--- src/rtl/pc_seq_pkg.sv ---
// pc_seq_pkg: shared widths, reset vector and next-PC select encoding
package pc_seq_pkg;
    localparam int PC_W = 16;
    localparam logic [PC_W-1:0] RESET_VEC = 16'h0000;
    typedef enum logic [2:0] {SEL_HOLD, SEL_INC, SEL_JUMP, SEL_CALL, SEL_RET, SEL_CLR} sel_t;
endpackage

--- src/rtl/pc_sequencer_if.sv ---
// pc_sequencer_if: decode-side requests and PC/stack status of the sequencer
interface pc_sequencer_if #(parameter int DEPTH = 8);
    import pc_seq_pkg::*;
    localparam int SPW = $clog2(DEPTH) + 1;
    logic            soft_clr;
    logic            stall;
    logic            jump_en;
    logic            call_en;
    logic            ret_en;
    logic [PC_W-1:0] jump_addr;
    logic [PC_W-1:0] pc;
    logic [SPW-1:0]  sp;
    logic            ovf;
    logic            udf;
    modport master (output soft_clr, stall, jump_en, call_en, ret_en, jump_addr,
                    input pc, sp, ovf, udf);
    modport slave (input soft_clr, stall, jump_en, call_en, ret_en, jump_addr,
                   output pc, sp, ovf, udf);
endinterface

--- src/rtl/inc16.sv ---
// inc16: combinational 16-bit incrementer, wraps FFFF to 0000
module inc16 (
    input  logic [15:0] a,
    output logic [15:0] y
);
    assign y = a + 16'd1;
endmodule

--- src/rtl/ret_stack.sv ---
// ret_stack: DEPTH-entry LIFO of return addresses; only sp is reset
module ret_stack #(
    parameter int DEPTH = 8,
    parameter int W     = 16
) (
    input  logic                   clk,
    input  logic                   rst_n,
    input  logic                   clr,
    input  logic                   push,
    input  logic                   pop,
    input  logic [W-1:0]           din,
    output logic [W-1:0]           dout,
    output logic [$clog2(DEPTH):0] sp,
    output logic                   full,
    output logic                   empty
);
    localparam int AW = $clog2(DEPTH);
    logic [W-1:0]  mem [DEPTH];
    logic [AW-1:0] rd_idx;
    // sp == DEPTH aliases index 0, so sp-1 in AW bits still names the top entry
    assign rd_idx = sp[AW-1:0] - 1'b1;
    assign dout   = mem[rd_idx];
    assign full   = sp == (AW+1)'(DEPTH);
    assign empty  = sp == '0;

    // storage write; a push into a full stack is discarded
    always_ff @(posedge clk) begin
        if (push && !full && !clr) mem[sp[AW-1:0]] <= din;
    end

    // occupancy counter
    always_ff @(posedge clk or negedge rst_n) begin
        if (!rst_n) sp <= '0;
        else sp <= clr ? '0 : (push && !full) ? sp + 1'b1 : (pop && !empty) ? sp - 1'b1 : sp;
    end
endmodule

--- src/rtl/pc_sequencer.sv ---
// pc_sequencer: priority next-PC select with return stack and sticky error flags
module pc_sequencer
    import pc_seq_pkg::*;
#(
    parameter int              DEPTH     = 8,
    parameter logic [PC_W-1:0] RESET_VEC = pc_seq_pkg::RESET_VEC
) (
    input logic              clk,
    input logic              rst_n,
    pc_sequencer_if.slave    bus
);
    sel_t            sel;
    logic [PC_W-1:0] pc_inc;
    logic [PC_W-1:0] pc_next;
    logic [PC_W-1:0] top;
    logic            full;
    logic            empty;
    logic            live;

    // one incrementer feeds both the increment path and the call return address
    inc16 u_inc (.a(bus.pc), .y(pc_inc));

    ret_stack #(.DEPTH(DEPTH), .W(PC_W)) u_stack (
        .clk(clk), .rst_n(rst_n), .clr(sel == SEL_CLR),
        .push(sel == SEL_CALL), .pop(sel == SEL_RET),
        .din(pc_inc), .dout(top), .sp(bus.sp), .full(full), .empty(empty)
    );

    assign live = !bus.soft_clr && !bus.stall;

    // priority decode; a call on a full stack or a ret on an empty one degrades to increment
    always_comb begin
        sel = bus.soft_clr ? SEL_CLR :
              bus.stall    ? SEL_HOLD :
              bus.ret_en   ? (empty ? SEL_INC : SEL_RET) :
              bus.call_en  ? (full ? SEL_INC : SEL_CALL) :
              bus.jump_en  ? SEL_JUMP : SEL_INC;
        pc_next = sel == SEL_CLR                      ? RESET_VEC :
                  sel == SEL_INC                      ? pc_inc :
                  sel == SEL_JUMP || sel == SEL_CALL  ? bus.jump_addr :
                  sel == SEL_RET                      ? top : bus.pc;
    end

    // pc register and sticky flags
    always_ff @(posedge clk or negedge rst_n) begin
        if (!rst_n) begin
            bus.pc  <= RESET_VEC;
            bus.ovf <= 1'b0;
            bus.udf <= 1'b0;
        end else begin
            bus.pc  <= pc_next;
            bus.ovf <= bus.soft_clr ? 1'b0 : bus.ovf | (live && !bus.ret_en && bus.call_en && full);
            bus.udf <= bus.soft_clr ? 1'b0 : bus.udf | (live && bus.ret_en && empty);
        end
    end
endmodule

--- src/flat_wrapper.sv ---
// flat-port wrapper written by rule: the top's interface ports become plain ports
module pc_sequencer_flat import pc_seq_pkg::*;
#(
    parameter int              DEPTH     = 8,
    parameter logic [PC_W-1:0] RESET_VEC = pc_seq_pkg::RESET_VEC
)
  (clk, rst_n, bus_soft_clr, bus_stall, bus_jump_en, bus_call_en, bus_ret_en, bus_jump_addr, bus_pc, bus_sp, bus_ovf, bus_udf);
  pc_sequencer_if #(.DEPTH(DEPTH)) bus_i ();
  input logic clk;
  input logic rst_n;
  input wire logic [$bits(bus_i.soft_clr)-1:0] bus_soft_clr;
  input wire logic [$bits(bus_i.stall)-1:0] bus_stall;
  input wire logic [$bits(bus_i.jump_en)-1:0] bus_jump_en;
  input wire logic [$bits(bus_i.call_en)-1:0] bus_call_en;
  input wire logic [$bits(bus_i.ret_en)-1:0] bus_ret_en;
  input wire logic [$bits(bus_i.jump_addr)-1:0] bus_jump_addr;
  output wire logic [$bits(bus_i.pc)-1:0] bus_pc;
  output wire logic [$bits(bus_i.sp)-1:0] bus_sp;
  output wire logic [$bits(bus_i.ovf)-1:0] bus_ovf;
  output wire logic [$bits(bus_i.udf)-1:0] bus_udf;
  assign bus_i.soft_clr = bus_soft_clr;
  assign bus_i.stall = bus_stall;
  assign bus_i.jump_en = bus_jump_en;
  assign bus_i.call_en = bus_call_en;
  assign bus_i.ret_en = bus_ret_en;
  assign bus_i.jump_addr = bus_jump_addr;
  assign bus_pc = bus_i.pc;
  assign bus_sp = bus_i.sp;
  assign bus_ovf = bus_i.ovf;
  assign bus_udf = bus_i.udf;
  pc_sequencer #(.DEPTH(DEPTH), .RESET_VEC(RESET_VEC)) u_core (.clk(clk), .rst_n(rst_n), .bus(bus_i));
endmodule
--- config.mk ---
export PLATFORM = sky130hd
export DESIGN_NAME = pc_sequencer_flat
export DESIGN_NICKNAME = d
export VERILOG_FILES = /design/src/rtl/pc_seq_pkg.sv /design/src/rtl/pc_sequencer_if.sv /design/src/rtl/inc16.sv /design/src/rtl/ret_stack.sv /design/src/rtl/pc_sequencer.sv /design/src/flat_wrapper.sv
export SDC_FILE = /design/constraint.sdc
export NUM_CORES = 1
export LEC_CHECK = 0
export ABC_AREA = 1
export CAP_MARGIN = 20
export CORE_ASPECT_RATIO = 1.4
export CORE_MARGIN = 1.5
export CORE_UTILIZATION = 60
export CTS_BUF_LIST = sky130_fd_sc_hd__clkbuf_8
export DETAILED_ROUTE_END_ITERATION = 8
export DONT_BUFFER_PORTS = 1
export PLACE_DENSITY = 0.85
export SLEW_MARGIN = 25
export SYNTH_ARGS = -nofsm -noshare
export SYNTH_HDL_FRONTEND = slang
export SYNTH_HIERARCHICAL = 1
export SYNTH_SLANG_ARGS = --single-unit
--- constraint.sdc ---
create_clock -name clk -period 4.4 [get_ports clk]
set_input_delay 0.88 -clock clk [delete_from_list [all_inputs] [get_ports clk]]
set_output_delay 0.88 -clock clk [all_outputs]
set_load 0.03 [all_outputs]
# Word level (Yosys, flattened, before mapping)
# Memory sizes are Yosys's and may differ from the RTL's.
# Index checks and enable logic that the tools add are counted.
[totals] out_inout_bits=22 mem_bits_rw=128 regBits=22 word_cells=54 in_bits=23 latch_bits=0 rom_bits=0 n_memories=1
[mem_list] name="u_core.u_stack.mem" depth=8 word_bits=16 rd=1 rd_ports_with_merged_regs=0 wr=1 line="ret_stack.sv:18" source="logic [W-1:0] mem [DEPTH];"
[classes] muxes=18 div_mod_pow=0 n_addsub=4 magnitude_cmp=0 multipliers=0 eq_ne=6 shift=0 bitwise=2 n_reduce_logical=19
[ops] cell="$mux 16" count=4
[ops] cell="$add 16x1->16 const B" count=1
[ops] cell="$mux 3" count=5
[ops] cell="$mux 4" count=3
[ops] cell="$logic_and 1x1->1" count=9
[ops] cell="$eq 3x2->1 const B" count=2
[ops] cell="$eq 3x3->1 const B" count=2
[ops] cell="$logic_not 1->1" count=6
[ops] cell="$add 4x1->4 const B" count=1
[ops] cell="$eq 4x4->1 const B" count=1
[ops] cell="$logic_not 4->1" count=1
[ops] cell="$mux 1" count=4
[ops] cell="$mux 2" count=2
[ops] cell="$reduce_bool 4->1" count=1
[ops] cell="$sub 4x1->4 const B" count=1
[ops] cell="$eq 3x1->1 const B" count=1
[ops] cell="$reduce_bool 3->1" count=1
[ops] cell="$sub 3x1->3 const B" count=1
[ops] cell="$or 1x1->1" count=2
[ops] cell="$logic_or 1x1->1" count=1

# Depth between registers and ports, before layout
# Gate-level depths: netlist of run 1.
[depth] depth_word=11 depth_mapped=21

# Cells and area by module
# The synthesis of run 1 kept the hierarchy.
[by_module_without_submodules] mod="ret_stack" n_inst=1 cells_per_inst=472 area_per_inst_um2=5484.0
[by_module_without_submodules] mod="pc_sequencer" n_inst=1 cells_per_inst=217 area_per_inst_um2=1355.0
[by_module_without_submodules] mod="inc16" n_inst=1 cells_per_inst=72 area_per_inst_um2=397.9

# Least setup slack after synthesis of run 1
# No wires, ideal clock.
[synth_timing] path_type="reg-to-reg" startpoint="register u_core.u_stack.sp[0]" endpoint="memory u_core.u_stack.mem[1][0], enable pin" stages_incl_launch_ff=17 setup_slack_ns=0.865 synth_period_minus_slack_ns=3.535 setup_time_ns=0.388 n_path_buf=3 arrival_ns=3.147 path_cell_list="dfrtp_1 > inv_2 > buf_4 > buf_4 > ha_1 > nand3_1 > inv_1 > inv_1 > nand2_1 > nand2_2 > nand2_4 > clkbuf_1 > nor2_1 > nand2_2 > inv_1 > nand3_1 > nor2_1"
[synth_between] elab_chain_cells=11
[synth_lines] item="from (decl)" line="ret_stack.sv:13" source="output logic [$clog2(DEPTH):0] sp,"
[synth_lines] item="from (signal assigned)" line="ret_stack.sv:34" source="else sp <= clr ? '0 : (push && !full) ? sp + 1'b1 : (pop && !empty) ? sp - 1'b1 : sp;"
[synth_lines] item="$eq 4x4->1 (*)" line="ret_stack.sv:23" source="assign full = sp == (AW+1)'(DEPTH);"
[synth_lines] item="net u_core.full" line="pc_sequencer.sv:16" source="logic full;"
[synth_lines] item="$mux 2" line="pc_sequencer.sv:36" source="bus.call_en ? (full ? SEL_INC : SEL_CALL) :"
[synth_lines] item="$mux 3" line="pc_sequencer.sv:36"
[synth_lines] item="$mux 3" line="pc_sequencer.sv:35" source="bus.ret_en ? (empty ? SEL_INC : SEL_RET) :"
[synth_lines] item="$mux 3" line="pc_sequencer.sv:34" source="bus.stall ? SEL_HOLD :"
[synth_lines] item="$mux 3" line="pc_sequencer.sv:33" source="sel = bus.soft_clr ? SEL_CLR :"
[synth_lines] item="$eq 3x2->1 / $eq 3x3->1 (equally long branches)" line="pc_sequencer.sv:25, pc_sequencer.sv:24"
[synth_lines] item="$logic_and 1x1->1 / $logic_not 1->1 (equally long branches)" line="ret_stack.sv:28" source="if (push && !full && !clr) mem[sp[AW-1:0]] <= din;"
[synth_lines] item="$logic_and 1x1->1 (*)" line="ret_stack.sv:28"
[synth_lines] item="$mux 1 (*)" line="ret_stack.sv:28"
[synth_lines] item="$mux 1 (not written as such) (*)" line="ret_stack.sv:28"
[synth_lines] item="to (decl)" line="ret_stack.sv:18"
# Mark *: on every way through the listed nets, which the timed path passes. The rest lies on a longest branch.

# Worst setup path in the final report of run 1
[layout_timing] startpoint="register u_core.u_stack.sp[1]" endpoint="memory u_core.u_stack.mem[5][8], enable pin"
# The elaborated chain is that of the path after synthesis.

==> flow_summary.json, run 1 <==
{
  "maxCapViolations": 0,
  "fp.dieH_um": 133,
  "cp_common_cell": "inv_1",
  "crit_family": "simple AND/OR/NAND/NOR gates",
  "numCtsBuffers": 17,
  "grt_max_degree": 68,
  "antenna_found_initial": 0,
  "worst_ir_drop_vdd_mv": 0.326,
  "grt_pass1_vias": 5212,
  "synth_most_common_cell": "nand2_1",
  "hold_viol_final": 0,
  "syn_area_um2": 7240,
  "cts_resized": 0,
  "stdcell_area_um2": 7760,
  "die-area_um2": 12700,
  "vias_per_cell": 5.86,
  "ys_top_cells_by_count": "nand2_1, nor2_1, edfxtp_1, o21ai_0, inv_1",
  "critPathMaxFanout": 35,
  "syn_to_final_growth_pct": 7.21,
  "fin_tns_setup_ns": 0,
  "max_slew_margin": 0.379,
  "core_area_um2": 11800,
  "placed_cell_area_um2": 7310,
  "fmax_mhz": 284,
  "p_leak_nw": 3.15,
  "drcViolationCount": 0,
  "initialDrtViolationCount": 636,
  "final-max-slew-violation-count": 0,
  "first_pass_iters": 5,
  "avgSynthCellArea_um2": 9.51,
  "ys.flop_type": "edfxtp_1",
  "finalCriticalPeriod_ns": 3.52,
  "period_share": 0.799,
  "grt_use_total": 0.267,
  "hpwlAfterDp_mm": 10.7,
  "portBuffers": 0,
  "skew_ns": 0.0132,
  "place_congestion": 0.900,
  "synth_area_leaders": "edfxtp_1, nand2_1, dfrtp_1, nor2_1, o21ai_0",
  "cts_tree": "built",
  "async_flop_share": 0.147,
  "initial_core_util": 0.612,
  "synth_edf_count": 128,
  "cp.arrival_ns": 3.66,
  "grt_overflow": 0,
  "ys_warn_count": 6,
  "synth_seq_cells": 150,
  "grt_pass1_wl_mm": 25.6,
  "cpMaxStageDelayCell": "dfrtp_1",
  "clock-root-buffer": "clkbuf_8",
  "yosysTopAreaCellShare": 0.531,
  "tightest_slew_ns": 0.925,
  "finalWirelength_mm": 16.2,
  "max_stage_delay_ns": 0.60,
  "power_density_nw_per_um2": 485,
  "worstSkewPairLatency_ns": 0.45,
  "htree_levels": 4,
  "rsz0062_at_grt": "no",
  "cp_cell_sequence": "inv_1 -> ha_1 -> nand3_1 -> inv_1 -> inv_1 -> nand2_1 -> nand2_2 -> nand2_4 -> nor2_1 -> nand2_2 -> inv_1 -> nand3_1 -> nor2_1 -> buf_4",
  "synth_fp_nets": 789,
  "synthCells": 761,
  "crit_path_start_kind": "register",
  "drive_above_1_share": 0.0922,
  "setup_viol": 0,
  "ys_seq_area_frac": 0.607,
  "io_pins": 45,
  "clk_pin_slew_ns": 0.08,
  "dp.cells": 885,
  "via_count": 5376,
  "antenna_cells": 0,
  "critPathKind": "register to register",
  "crit_path_end_kind": "register",
  "crit_buf_inv": 5,
  "fin_nets": 785,
  "row_count": 47,
  "post-route-util": 0.656,
  "required_ns": 4.54,
  "synth_area_leader_cell": "edfxtp_1",
  "die_x_um": 95.8,
  "status": "completed",
  "clk_path_buf_depth": 2,
  "finalNonFillerCells": 917,
  "cts_hold_buf": 0,
  "route.detailed.wl_per_inst_um": 17.7,
  "ant_nets": 0,
  "postCtsSetupBuffers": 0,
  "worstHoldPathType": "input port to asynchronous set/reset pin",
  "synth_cell_types": 30,
  "cts.sinks": 150
}
[metal layers]
layer | track usage | vias up | wire length, um
met5 | 0 | - | 0
met1 | 0.332 | 2527 | 6170
met2 | 0.445 | 298 | 8420
met4 | 0.101 | 0 | 380
li1 | - | 2515 | -
met3 | 0.0661 | 36 | 1230
[power breakdown]
part	internal (mW)	switching (mW)
logic	0.253	0.608
registers	1.62	0.104
clock network	0.694	0.487
[cell families after synthesis]
kind of cell,count (synthesis),share of synthesized area
AO/OA/AOI/OAI,106,0.0735
XOR/XNOR,9,0.0109
adder cells (fa/ha/maj),5,0.00968
buffers and inverters,111,0.0697
flip-flops,150,0.607
AND/OR/NAND/NOR,380,0.229
[cells in the final DEF, fill, tap and decap left out, types with 5 or more instances in the layout]
cell         n
nand2_1    158
nor2_1     130
edfxtp_1   128
o21ai_0     76
inv_1       74
nand3_1     45
o21ai_1     26
dfrtp_1     21
clkbuf_8    19
nand4_1     19
buf_4       11
nand2_2      9
nor2_2       6
bufinv_16    5
inv_2        5
[area by class of cell]
cell class,count,area (um^2)
Timing Repair Buffer,11,82.6
Sequential cell,150,4400
Tap cell,147,184
Clock inverter,13,189
Multi-Input combinational cell,500,2360
Clock buffer,19,262
Fill cell,862,4060
Inverter,77,289
[metrics by stage]
stage / hold slack [ns] / worst slack (ns) / power [mW]
2_1_floorplan: 0.584 / 0.865 / 2.40
4_1_cts: 0.101 / 0.950 / 3.75
3_5_place_dp: 0.585 / 0.978 / 2.58
6_report: 0.119 / 0.882 / 3.76
3_3_place_gp: 0.585 / 1.15 / 2.54
5_1_grt: 0.0864 / 0.655 / 3.94
[registers in the layout, summed over array words and instances, names as in the netlist]
name,flops
u_core/u_stack/sp,4
u_core/bus.pc,16
u_core/u_stack/mem,128
u_core/bus.udf,1
u_core/bus.ovf,1
[worst reg2reg max path, stage by stage (launching register included)]
cell and delay (ns):
dfrtp_1 0.60, inv_1 0.19, ha_1 0.33, nand3_1 0.17, inv_1 0.07, inv_1 0.05, nand2_1 0.05, nand2_2 0.28
nand2_4 0.30, nor2_1 0.30, nand2_2 0.14, inv_1 0.14, nand3_1 0.16, nor2_1 0.17, buf_4 0.26
[final timing paths]
kind | from | endpoint | slack (ns) | depth (start not counted)
max in group asynchronous | rst_n | u_core/u_stack/sp[0] | 4.19 | 0
min reg2reg | u_core/bus.ovf | u_core/bus.ovf | 0.71 | 2
min | rst_n | u_core/bus.pc[5] | 0.12 | 0
max | u_core/u_stack/sp[1] | u_core/u_stack/mem[5][8] | 0.88 | 14
min in group clk | bus_soft_clr | u_core/bus.udf | 0.50 | 1
max reg2reg | u_core/u_stack/sp[1] | u_core/u_stack/mem[5][8] | 0.88 | 14
No activity file was read; power rests on OpenSTA's default activity.
==> run 2: changes to the inputs <==
--- a/config.mk
+++ b/config.mk
@@ -13,7 +13,7 @@
 export CTS_BUF_LIST = sky130_fd_sc_hd__clkbuf_8
 export DETAILED_ROUTE_END_ITERATION = 8
 export DONT_BUFFER_PORTS = 1
-export PLACE_DENSITY = 0.85
+export PLACE_DENSITY = 0.88
 export SLEW_MARGIN = 25
 export SYNTH_ARGS = -nofsm -noshare
 export SYNTH_HDL_FRONTEND = slang
==> constraint.sdc (replaced) <==
create_clock -name clk -period 3.06 [get_ports clk]
set_input_delay 0.612 -clock clk [delete_from_list [all_inputs] [get_ports clk]]
set_output_delay 0.612 -clock clk [all_outputs]
set_load 0.03 [all_outputs]
==> flow_summary.json, run 2 (synthesis results as in run 1) <==
{
  "crit_path_end_kind": "register",
  "stdcell_area_um2": 7900,
  "critPathKind": "register to register",
  "rrSetupSlack_ns": 0.1,
  "portBuffers": 0,
  "required_ns": 3.15,
  "setup_viol": 0,
  "use_met1": 0.353,
  "cpMaxStageDelayCell": "nor2_4",
  "hpwlAfterDp_mm": 12.5,
  "final_common_cell": "nand2_1",
  "syn_to_final_growth_pct": 9.20,
  "max_stage_delay_ns": 0.47,
  "crit_buf_inv": 4,
  "max_slew_margin": 0.532,
  "cts.sinks": 150,
  "worstRegToRegCells": 12,
  "die-area_um2": 12700,
  "antenna_found_initial": 0,
  "clk_pin_slew_ns": 0.08,
  "cts_resized": 0,
  "crit_path_start_kind": "register",
  "final-max-slew-violation-count": 0,
  "finalWirelength_mm": 18.4,
  "grt_use_met2": 0.522,
  "fillCellCount": 799,
  "die_x_um": 95.8,
  "critPathMaxFanout": 16,
  "htree_levels": 4,
  "fmax_mhz": 338,
  "crit_family": "simple AND/OR/NAND/NOR gates",
  "placed_cell_area_um2": 7440,
  "grt_max_degree": 68,
  "use_met3": 0.0810,
  "hold_viol_final": 0,
  "grt_overflow": 0,
  "clk_path_buf_depth": 2,
  "cp_cell_sequence": "inv_1 -> ha_1 -> nand3_1 -> inv_1 -> inv_1 -> a21oi_1 -> nand2_2 -> nor2_1 -> nand2_2 -> inv_1 -> nand3_2 -> nor2_4",
  "post-route-util": 0.669,
  "period_share": 0.968,
  "numCtsBuffers": 17,
  "via_count": 5623,
  "drive_above_1_share": 0.126,
  "finalCriticalPeriod_ns": 2.96,
  "row_count": 47,
  "skew_ns": 0.0114,
  "grt_pass1_wl_mm": 28.3,
  "io_pins": 45,
  "power_density_nw_per_um2": 686,
  "drcViolationCount": 0,
  "cp.arrival_ns": 3.05,
  "clock-root-buffer": "clkbuf_8",
  "cts_tree": "built",
  "worstHoldPathType": "input port to asynchronous set/reset pin",
  "worstSkewPairLatency_ns": 0.45,
  "core_area_um2": 11800,
  "p_leak_nw": 3.20,
  "ant_nets": 0,
  "cp_common_cell": "inv_1",
  "reg2reg_to": "u_core/u_stack/mem[5][6]",
  "largest_reg_flops": 128,
  "busiest_layer": "met2",
  "tightest_slew_ns": 0.702,
  "rsz0062_at_grt": "no",
  "initial_core_util": 0.612,
  "r2r_start": "u_core/u_stack/sp[1]",
  "maxCapViolations": 0,
  "final_cell_mix": "nand2_1, edfxtp_1, nor2_1",
  "fin_nets": 802,
  "antenna_cells": 0,
  "vias_per_cell": 6.02,
  "first_pass_iters": 6,
  "grt_use_total": 0.306,
  "fp.dieH_um": 133,
  "worst_ir_drop_vdd_mv": 0.549,
  "place_congestion": 1.01,
  "grt_pass1_vias": 5493,
  "initialDrtViolationCount": 482,
  "route.detailed.wl_per_inst_um": 19.6,
  "status": "completed"
}
-- run 2: cell types whose count changed in the layout (fill, tap and decap cells not counted), sizes merged --
cell and delta:
buf +17, bufinv -2, clkbuf -2, clkinv +2
clkinvlp +1, inv +1
-- run 2: where the power goes --
| group | switching, mW | total (mW) | internal [mW] |
|---|---|---|---|
| registers | 0.136 | 2.46 | 2.32 |
| logic | 1.01 | 1.41 | 0.405 |
| clock network | 0.741 | 1.55 | 0.808 |
| total | 1.89 | 5.42 | 3.54 |
-- run 2: worst max-delay path by stage --
stage,start,end,slack (ns),depth (start not counted)
after floorplan,u_core/u_stack/sp[0],u_core/u_stack/mem[0][0],-0.13,16
after global placement,u_core/u_stack/sp[1],u_core/u_stack/mem[3][9],0.31,12
after detailed placement,u_core/u_stack/sp[1],u_core/u_stack/mem[3][8],0.11,12
after CTS,u_core/u_stack/sp[1],u_core/u_stack/mem[3][0],0.1,12
after global routing,u_core/u_stack/sp[1],u_core/u_stack/mem[1][2],0.003,12
final,u_core/u_stack/sp[1],u_core/u_stack/mem[5][6],0.1,12
-- run 2: repair_timing --
item                                    4_1_cts  5_1_grt
endpoints found under the hold margin        22        0
setup buffers                                 0        3
endpoints found under the setup margin        0       44
hold buffers                                  1        0
-- run 2: layout make-up --
| class | instances | area, um^2 | area share |
|---|---|---|---|
| sequential | 150 | 4400 | 0.556 |
| multi-input combinational | 500 | 2390 | 0.303 |
| inverter | 77 | 289 | 0.0366 |
| clock buffer | 17 | 234 | 0.0296 |
| timing repair buffer | 28 | 233 | 0.0294 |
| tap | 147 | 184 | 0.0233 |
| clock inverter | 15 | 176 | 0.0223 |
-- run 2: through the flow --
stage	hold slack, ns	TNS [ns]	setup WS [ns]	cells	total power [mW]
CTS	0.205	0	0.0987	931	5.38
finish	0.128	0	0.0985	934	5.42
floorplan	0.316	-10.10	-0.134	761	3.46
global placement	0.317	0	0.313	898	3.79
detailed placement	0.317	0	0.109	898	3.84
global route	0.163	0	0.00302	934	5.64
-- run 2: metal layers --
layer  up-vias  share of wire  wire, um
li1       2548              -         -
met1      2635           0.34      6210
met2       368           0.53      9740
met3        72          0.087      1600
met4         0          0.044       801
met5         -              0         0
